<file path="src/rtl/iter_muldiv.sv">
// Iterative radix-2 multiply/divide unit: shift-add multiply, restoring divide,
// signed ops handled as magnitudes with the sign re-applied on entry to FIN.
module iter_muldiv #(
  parameter int WIDTH = 32,
  parameter int CNT_W = $clog2(WIDTH + 1)
) (
  input  logic             clk,
  input  logic             reset,
  input  logic             start,
  input  logic [1:0]       op,
  input  logic [WIDTH-1:0] a,
  input  logic [WIDTH-1:0] b,
  output logic             busy,
  output logic             done,
  output logic [WIDTH-1:0] result_lo,
  output logic [WIDTH-1:0] result_hi,
  output logic [1:0]       flags,
  output logic             div_zero
);

  typedef enum logic [1:0] {S_IDLE, S_RUN, S_FIN} state_t;

  // Two's-complement magnitude of an operand when the op is signed.
  function automatic logic [WIDTH-1:0] magnitude(input logic [WIDTH-1:0] x,
                                                 input logic is_signed);
    return (is_signed && x[WIDTH-1]) ? -x : x;
  endfunction

  function automatic logic [WIDTH-1:0] apply_sign_w(input logic [WIDTH-1:0] x,
                                                    input logic neg);
    return neg ? -x : x;
  endfunction

  function automatic logic [2*WIDTH-1:0] apply_sign_2w(input logic [2*WIDTH-1:0] x,
                                                       input logic neg);
    return neg ? -x : x;
  endfunction

  state_t           state_q;
  logic [CNT_W-1:0] cnt_q;
  logic             busy_q, done_q, dz_q;
  logic [WIDTH-1:0] res_lo_q, res_hi_q;
  logic [1:0]       flags_q;

  logic [1:0]       op_q;
  logic             neg_lo_q, neg_hi_q;
  logic [WIDTH-1:0] opnd_q, hi_q, lo_q;

  logic             accept, b_zero;
  logic [WIDTH-1:0] a_mag, b_mag;
  logic [WIDTH:0]   mul_sum, div_shift, div_diff;
  logic [WIDTH-1:0] hi_d, lo_d;
  logic [2*WIDTH-1:0] prod_fin;
  logic [WIDTH-1:0] quo_fin, rem_fin, fin_lo, fin_hi;
  logic [1:0]       fin_flags;

  assign accept = start && (state_q != S_RUN);
  assign b_zero = (b == '0);
  assign a_mag  = magnitude(a, op[0]);
  assign b_mag  = magnitude(b, op[0]);

  // One iteration: right-shift multiply step or restoring-divide step.
  always_comb begin
    mul_sum   = {1'b0, hi_q} + (lo_q[0] ? {1'b0, opnd_q} : '0);
    div_shift = {hi_q, lo_q[WIDTH-1]};
    div_diff  = div_shift - {1'b0, opnd_q};
    hi_d      = mul_sum[WIDTH:1];
    lo_d      = {mul_sum[0], lo_q[WIDTH-1:1]};
    if (op_q[1]) begin
      if (!div_diff[WIDTH]) begin
        hi_d = div_diff[WIDTH-1:0];
        lo_d = {lo_q[WIDTH-2:0], 1'b1};
      end else begin
        hi_d = div_shift[WIDTH-1:0];
        lo_d = {lo_q[WIDTH-2:0], 1'b0};
      end
    end
  end

  // Signed results and flags from the final iteration, captured on entry to FIN.
  always_comb begin
    prod_fin = apply_sign_2w({hi_d, lo_d}, neg_lo_q);
    quo_fin  = apply_sign_w(lo_d, neg_lo_q);
    rem_fin  = apply_sign_w(hi_d, neg_hi_q);
    if (op_q[1]) begin
      fin_lo    = quo_fin;
      fin_hi    = rem_fin;
      fin_flags = {quo_fin[WIDTH-1], quo_fin == '0};
    end else begin
      fin_lo    = prod_fin[WIDTH-1:0];
      fin_hi    = prod_fin[2*WIDTH-1:WIDTH];
      fin_flags = {prod_fin[2*WIDTH-1], prod_fin == '0};
    end
  end

  // Operand latch and iteration registers (no reset needed: always loaded on accept).
  always_ff @(posedge clk) begin
    if (accept) begin
      op_q     <= op;
      neg_lo_q <= op[0] & (a[WIDTH-1] ^ b[WIDTH-1]);
      neg_hi_q <= op[0] & a[WIDTH-1];
      hi_q     <= '0;
      if (op[1]) begin
        opnd_q <= b_mag;
        lo_q   <= a_mag;
      end else begin
        opnd_q <= a_mag;
        lo_q   <= b_mag;
      end
    end else if (state_q == S_RUN) begin
      hi_q <= hi_d;
      lo_q <= lo_d;
    end
  end

  // Control FSM with registered busy/done and result registers.
  always_ff @(posedge clk) begin
    if (reset) begin
      state_q  <= S_IDLE;
      cnt_q    <= '0;
      busy_q   <= 1'b0;
      done_q   <= 1'b0;
      res_lo_q <= '0;
      res_hi_q <= '0;
      flags_q  <= 2'b00;
      dz_q     <= 1'b0;
    end else begin
      done_q <= 1'b0;
      if (accept) begin
        if (op[1] && b_zero) begin
          // Divide by zero skips RUN entirely.
          state_q  <= S_FIN;
          busy_q   <= 1'b0;
          done_q   <= 1'b1;
          res_lo_q <= '1;
          res_hi_q <= a;
          flags_q  <= 2'b10;
          dz_q     <= 1'b1;
        end else begin
          state_q <= S_RUN;
          busy_q  <= 1'b1;
          cnt_q   <= CNT_W'(WIDTH);
          dz_q    <= 1'b0;
        end
      end else begin
        case (state_q)
          S_RUN: begin
            if (cnt_q == CNT_W'(1)) begin
              state_q  <= S_FIN;
              busy_q   <= 1'b0;
              done_q   <= 1'b1;
              res_lo_q <= fin_lo;
              res_hi_q <= fin_hi;
              flags_q  <= fin_flags;
            end else begin
              cnt_q <= cnt_q - CNT_W'(1);
            end
          end
          S_FIN:   state_q <= S_IDLE;
          default: state_q <= S_IDLE;
        endcase
      end
    end
  end

  assign busy      = busy_q;
  assign done      = done_q;
  assign result_lo = res_lo_q;
  assign result_hi = res_hi_q;
  assign flags     = flags_q;
  assign div_zero  = dz_q;

endmodule

</file>
<file path="config.mk">
export PLATFORM = sky130hd
export DESIGN_NAME = iter_muldiv
export DESIGN_NICKNAME = d
export VERILOG_FILES = /design/src/rtl/iter_muldiv.sv
export SDC_FILE = /design/constraint.sdc
export NUM_CORES = 1
export LEC_CHECK = 0
export ABC_CLOCK_PERIOD_IN_PS = 7100
export CAP_MARGIN = 20
export CORE_MARGIN = 5
export CORE_UTILIZATION = 51
export DETAILED_ROUTE_END_ITERATION = 10
export DONT_BUFFER_PORTS = 1
export PLACE_DENSITY = 0.68
export SYNTH_ARGS = -nofsm -noshare
export SYNTH_HDL_FRONTEND = slang
export SYNTH_SLANG_ARGS = --single-unit
</file>
<file path="constraint.sdc">
create_clock -name clk -period 7.1 [get_ports clk]
set_input_delay 0 -clock clk [delete_from_list [all_inputs] [get_ports clk]]
set_output_delay 0 -clock clk [all_outputs]
set_load 0.03 [all_outputs]
</file>
# After elaboration in Yosys (flattened, before gate mapping)
# Cells that the tools add are included.
# W data, S select, Z words.
# classes
reduce_logical,12
n_eq_ne,7
mux,45
bitwise_logic,3
addsub,8
# op_table
cell,n
$mux W32,22
$neg A32 Y32,4
$logic_not A32 Y1,2
$logic_not A64 Y1,1
$mux W64,1
$neg A64 Y64,1
$add A32 B32 Y33,1
$sub A33 B32 Y33,1
$mux W6,4
$mux W2,9
$mux W1,9
$eq A6 B1 Y1 const B,1
$reduce_and A3 Y1,2
$sub A6 B1 Y6 const B,1
$logic_and A1 B1 Y1,4
$ne A2 B1 Y1 const B,2
$ne A2 B2 Y1 const B,2
$reduce_bool A2 Y1,2
$ne A3 B2 Y1 const B,1
$and A1 B1 Y1,2
$eq A2 B1 Y1 const B,1
$reduce_and A2 Y1,1
$xor A1 B1 Y1,1
# word_totals
inputBits,69
elab_cells,89
out_inout_bits,69
ff_bits,177

# Logic depth before layout (Yosys ltp)
# logic_depth
word_depth,10
mapped_depth,29
depth_no_buf,25

# Worst setup path after synthesis
# No wires, ideal clock.
# synth_path
path_type,register to register
startpoint,register op_q[1]
endpoint,"register flags_q[0], in the netlist flags[0]"
arrival_ns,5.698
setup_ns,0.059
path_buffers,9
slack_ns,1.342
required_ns,7.041
period_less_slack_ns,5.758
path_stages_with_launch,24
cell_sequence,edfxtp_1 -> buf_2 -> buf_2 -> buf_1 -> buf_2 -> buf_2 -> buf_2 -> buf_2 -> buf_1 -> mux2i_1 -> ha_1 -> o211ai_1 -> or4_1 -> buf_2 -> o31ai_1 -> xnor2_1 -> or4bb_1 -> nor4_1 -> nand4_1 -> nor4b_1 -> o2111ai_1 -> nor4_1 -> nand4_1 -> nand2_1
# synth_via
elab_chain_cells,8
elab_cells_between_ends,12
classes_between,2 x add/sub; 8 x mux; 2 x reduce/logical
# synth_lines
item,line,source
from (decl),45,logic [1:0] op_q;
from (signal assigned),99,op_q <= op;
$mux W32,69,if (op_q[1]) begin
$neg A64 Y64 / $neg A32 Y32 (equally long branches),"36, 31",
$mux W64 / $mux W32 (equally long branches),"36, 31",
$logic_not A64 Y1 / $logic_not A32 Y1 (equally long branches),"92, 88",
$mux W2 (*),85,if (op_q[1]) begin
$mux W2 (*),148,if (cnt_q == CNT_W'(1)) begin
$mux W2 (*),146,case (state_q)
$mux W2 (*),129,if (accept) begin
to (signal assigned),154,flags_q <= fin_flags;
to (decl),43,logic [1:0] flags_q;
# Every way passes the cells marked *; elsewhere a longest branch is shown, timed or not. The select of a mux whose other input is x is not followed.
# A chain may end at the register's enable or synchronous reset.

# Final worst setup path
# layout_path
startpoint,register lo_q[31]
endpoint,"register flags_q[0], in the netlist flags[0]"
# layout_via
elab_chain_cells,10
elab_cells_between_ends,15
classes_between,3 x add/sub; 10 x mux; 2 x reduce/logical
# layout_lines
item,line,source
from (decl),47,"logic [WIDTH-1:0] opnd_q, hi_q, lo_q;"
from (signal assigned),105,lo_q <= a_mag;
from (signal assigned),108,lo_q <= b_mag;
from (signal assigned),112,lo_q <= lo_d;
$sub A33 B32 Y33,66,"div_diff = div_shift - {1'b0, opnd_q};"
$mux W1 / $mux W32 (equally long branches),70,if (!div_diff[WIDTH]) begin
$mux W32,69,
$neg A64 Y64 / $neg A32 Y32 (equally long branches),"36, 31",
$mux W64 / $mux W32 (equally long branches),"36, 31",
$logic_not A64 Y1 / $logic_not A32 Y1 (equally long branches),"92, 88",
$mux W2 (*),85,
$mux W2 (*),148,
$mux W2 (*),146,
$mux W2 (*),129,
# Marks and branches as above.

==> results.md <==
- CTS clk-pin slew, worst paths: 80 ps
- Seq cells post-synth: 176
- Synth area leaders: dfxtp_1, edfxtp_1, mux2i_1, xnor2_1, nor2_1
- First-pass GRT wire length: 105.8 mm
- Commonest non-fill, non-tap cells in the layout: nor2_1, nand2_1, a21oi_1, o21ai_0, xnor2_1
- Via count: 18,240
- Post-DP HPWL: 54.45 mm
- CTS tree: built
- CP Launch Type: flop
- M1 WL: 28.53 mm
- Die X: 194.1 um
- Clock buffer depth: 2
- P&R area growth vs syn: 9.364%
- Remaining antenna violation count: 0
- Seq pwr share: 25.9%
- Synth Instances: 2,243
- Die H: 194.1 um
- Power Density: 272.7 mW/mm2
- Final worst-path cycle share: 88.20%
- Cell variety after synth: 101
- Achievable Freq: 159.7 MHz
- Initial antenna violation count: 2
- Top Layer Used: met5
- Int Pwr: 0.002653 W
- Number of DRC markers in iteration 0: 2,421
- Switching portion of total power: 48.51%
- Worst Setup Slack, final: 838.0 ps
- Remaining Overflow, GRT: 0
- Outcome: completed
- Commonest non-fill, non-tap cell in the layout: nor2_1
- Comb pwr share: 55.5%
- Final Setup Violations: 0
- Post-synth ARST share: 0%
- R2r worst-path depth: 27
- Clock latency on the worst-skew pair: 470 ps
- CP arrival: 6680 ps
- P_sw: 0.002499 W
- Worst slew pin tran: 1061 ps
- Area leader, netlist: dfxtp_1
- Post-CTS setup-driven buffer insertion count: 0
- H-tree depth: 4
- Vias in the first global route: 17,060
- Synth warnings: 0
- Register area share after synthesis: 24.28%
- Clk sink count: 176
- R2R setup slack: 840 ps
- Core Area: 0.03345 mm2
- CTS root buf: clkbuf_16
- Unrepaired setup endpoints after global routing: false
- Share of the synthesized area in the top cell type: 12.63%
- Worst VDD drop: 0.2014 mV
- Met2 WL: 30.34 mm
- Kind of critical path: reg2reg
- Final worst path period need: 6262 ps
- Post-DR vias/cell: 6.735
- Cell leakage power: 7.200 nW
- Nets: 2,388
- Resize count post-CTS: 0
- Fin Setup TNS: 0 ps
- RD Place Congestion: 1.014
- Port bufs: 0
- Final Hold Fails: 0
- Die area: 0.03766 mm2
- Reg-to-reg endpoint: flags[0]$_SDFFE_PP0P_
- Largest net degree at the start of global routing: 74
- Slew Viols, Final: 0
- Critical Path Sink: flags[0]$_SDFFE_PP0P_
- HP Class: in2reg
- Crit path max fanout: 9
- Met3 WL: 9.070 mm
- WL/cell: 26.17 um
- Gr usage total: 35.99%
- DP Worst Slack: 941.7 ps
- FP Rows: 67
- Worst slew margin: 29.24%
- Layout cells sized above 1: 7.035%
- Clock skew: 12.21 ps
- Starting Density: 51.65%
- Req. time, crit path: 7520 ps
- R2r startpoint: lo_q[31]$_DFFE_PP_
- ANT cells: 0
- CTS buffer count: 17
- Mapped cell area: 0.01728 mm2
- Top_reg_cell synth: dfxtp_1
- 1st-pass router iterations: 8
- Crit. End Element: flop
- Total power: 0.005152 W
- Average cell area after synthesis: 7.702 um2
- Residual DRC: 0
- Post-synth EDFFs: 67
- Post-Syn Nets: 2,384
- Clk pwr share: 18.5%
- Critical path startpoint: lo_q[31]$_DFFE_PP_
- Post-Route WL: 70.86 mm
- Max-cap violation count: 0
- IO Pins: 138
-- power by group through the flow --
stage          Combinational (W)  Sequential [W]  Clock (W)
3_3_place_gp             0.00269         0.00135          0
4_1_cts                  0.00276         0.00133   0.000963
5_1_grt                  0.00305         0.00135    0.00100
3_5_place_dp             0.00269         0.00135          0
6_report                 0.00286         0.00134   0.000955
2_1_floorplan            0.00188         0.00129          0
-- final cells by class --
type | count | area [um2]
repair buffers | 110 | 998.5
clock buffers | 21 | 471.7
inverters | 81 | 304.0
multi-input cells | 1861 | 12270
flip-flops and latches | 176 | 4194
well taps | 448 | 560.5
clock inverters | 11 | 93.84
fillers | 3113 | 14550
-- cell usage after synthesis, types with 7 or more instances --
| cell type | number |
|---|---|
| a211o_1 | 15 |
| a211oi_1 | 62 |
| a21boi_0 | 11 |
| a21o_1 | 21 |
| a21oi_1 | 176 |
| a22o_1 | 9 |
| a31oi_1 | 23 |
| and2_1 | 48 |
| and3_1 | 13 |
| buf_1 | 17 |
| buf_2 | 25 |
| clkbuf_1 | 76 |
| dfxtp_1 | 109 |
| edfxtp_1 | 67 |
| ha_1 | 70 |
| inv_1 | 79 |
| mux2_2 | 15 |
| mux2i_1 | 103 |
| nand2_1 | 217 |
| nand2b_1 | 20 |
| nand3_1 | 47 |
| nand3b_1 | 22 |
| nand4_1 | 29 |
| nor2_1 | 237 |
| nor2b_1 | 15 |
| nor3_1 | 61 |
| nor3b_1 | 8 |
| nor4_1 | 29 |
| o2111ai_1 | 10 |
| o211ai_1 | 34 |
| o21a_1 | 17 |
| o21ai_0 | 122 |
| o21ai_1 | 7 |
| o21bai_1 | 7 |
| o22ai_1 | 9 |
| o31a_1 | 10 |
| o31ai_1 | 36 |
| o41ai_1 | 13 |
| or2_2 | 7 |
| or3_1 | 23 |
| or4_1 | 20 |
| xnor2_1 | 111 |
| xor2_1 | 62 |
-- metal layers --
metal  track usage (%)  vias to the layer above
met2             54.15                     1073
met1             47.66                     8698
met5                 0                        -
met3             12.46                      152
li1                  -                     8313
met4             13.88                        2
-- worst min-delay path by stage --
stage | startpoint | to | slack [ps] | cells past startpoint
after floorplan | op[1] | op_q[1]$_DFFE_PP_ | 100 | 0
after global routing | op[1] | lo_q[20]$_DFFE_PP_ | 5 | 3
after detailed placement | reset | cnt_q[5]$_SDFFE_PP0P_ | 80 | 1
after CTS | b[2] | opnd_q[2]$_DFFE_PP_ | 0.7 | 2
final | b[19] | opnd_q[20]$_DFFE_PP_ | 20 | 3
after global placement | reset | cnt_q[5]$_SDFFE_PP0P_ | 80 | 1
-- flip-flops by register name, indices dropped and copies added (netlist names), 2 cells and up --
signal	flops
flags	2
opnd_q	32
lo_q	32
cnt_q	6
state_q	2
result_lo	32
result_hi	32
hi_q	32
-- stage by stage --
stage	std cells	instance area [um2]	utilization, %	hold slack (ps)
after detailed placement	2623	17760	53.09	84.19
final	2708	18890	56.49	22.05
after global placement	2623	17760	53.09	79.45
after CTS	2707	18880	56.44	0.6996
after floorplan	2243	17280	-	98.87
after global routing	2708	18890	56.49	5.449
-- worst max-delay path: stages, from the launching register on --
cell and delay, ps:
edfxtp_1 390, inv_1 130, ha_1 200, fa_1 220, nor2b_1 90, o31a_1 280, o2111a_2 320, o31a_1 250
buf_4 180, nor3_4 200, nor2_2 80, mux2i_1 190, ha_1 200, o211ai_1 210, or4_1 770, or3_1 490
mux2i_1 190, nand2_1 70, o21ai_1 140, nand2_1 70, nor4_1 310, nand4_1 120, nor4b_1 260, buf_4 190
o2111ai_1 120, nor4_1 290, nand4_1 140, nand2_1 80
-- repair_timing --
item | in CTS | in global routing
endpoints found under the setup margin | 0 | 0
endpoints found under the hold margin | 141 | 0
hold buffers | 52 | 0
-- cell families after synthesis --
group / synth area share [%]
fa+ha+maj: 5.301
mux: 7.162
xor+xnor: 8.770
compound gates: 25.77
flops: 24.28
buf+inv: 4.838
simple gates: 23.88
Power figures use the tool's default switching activity.
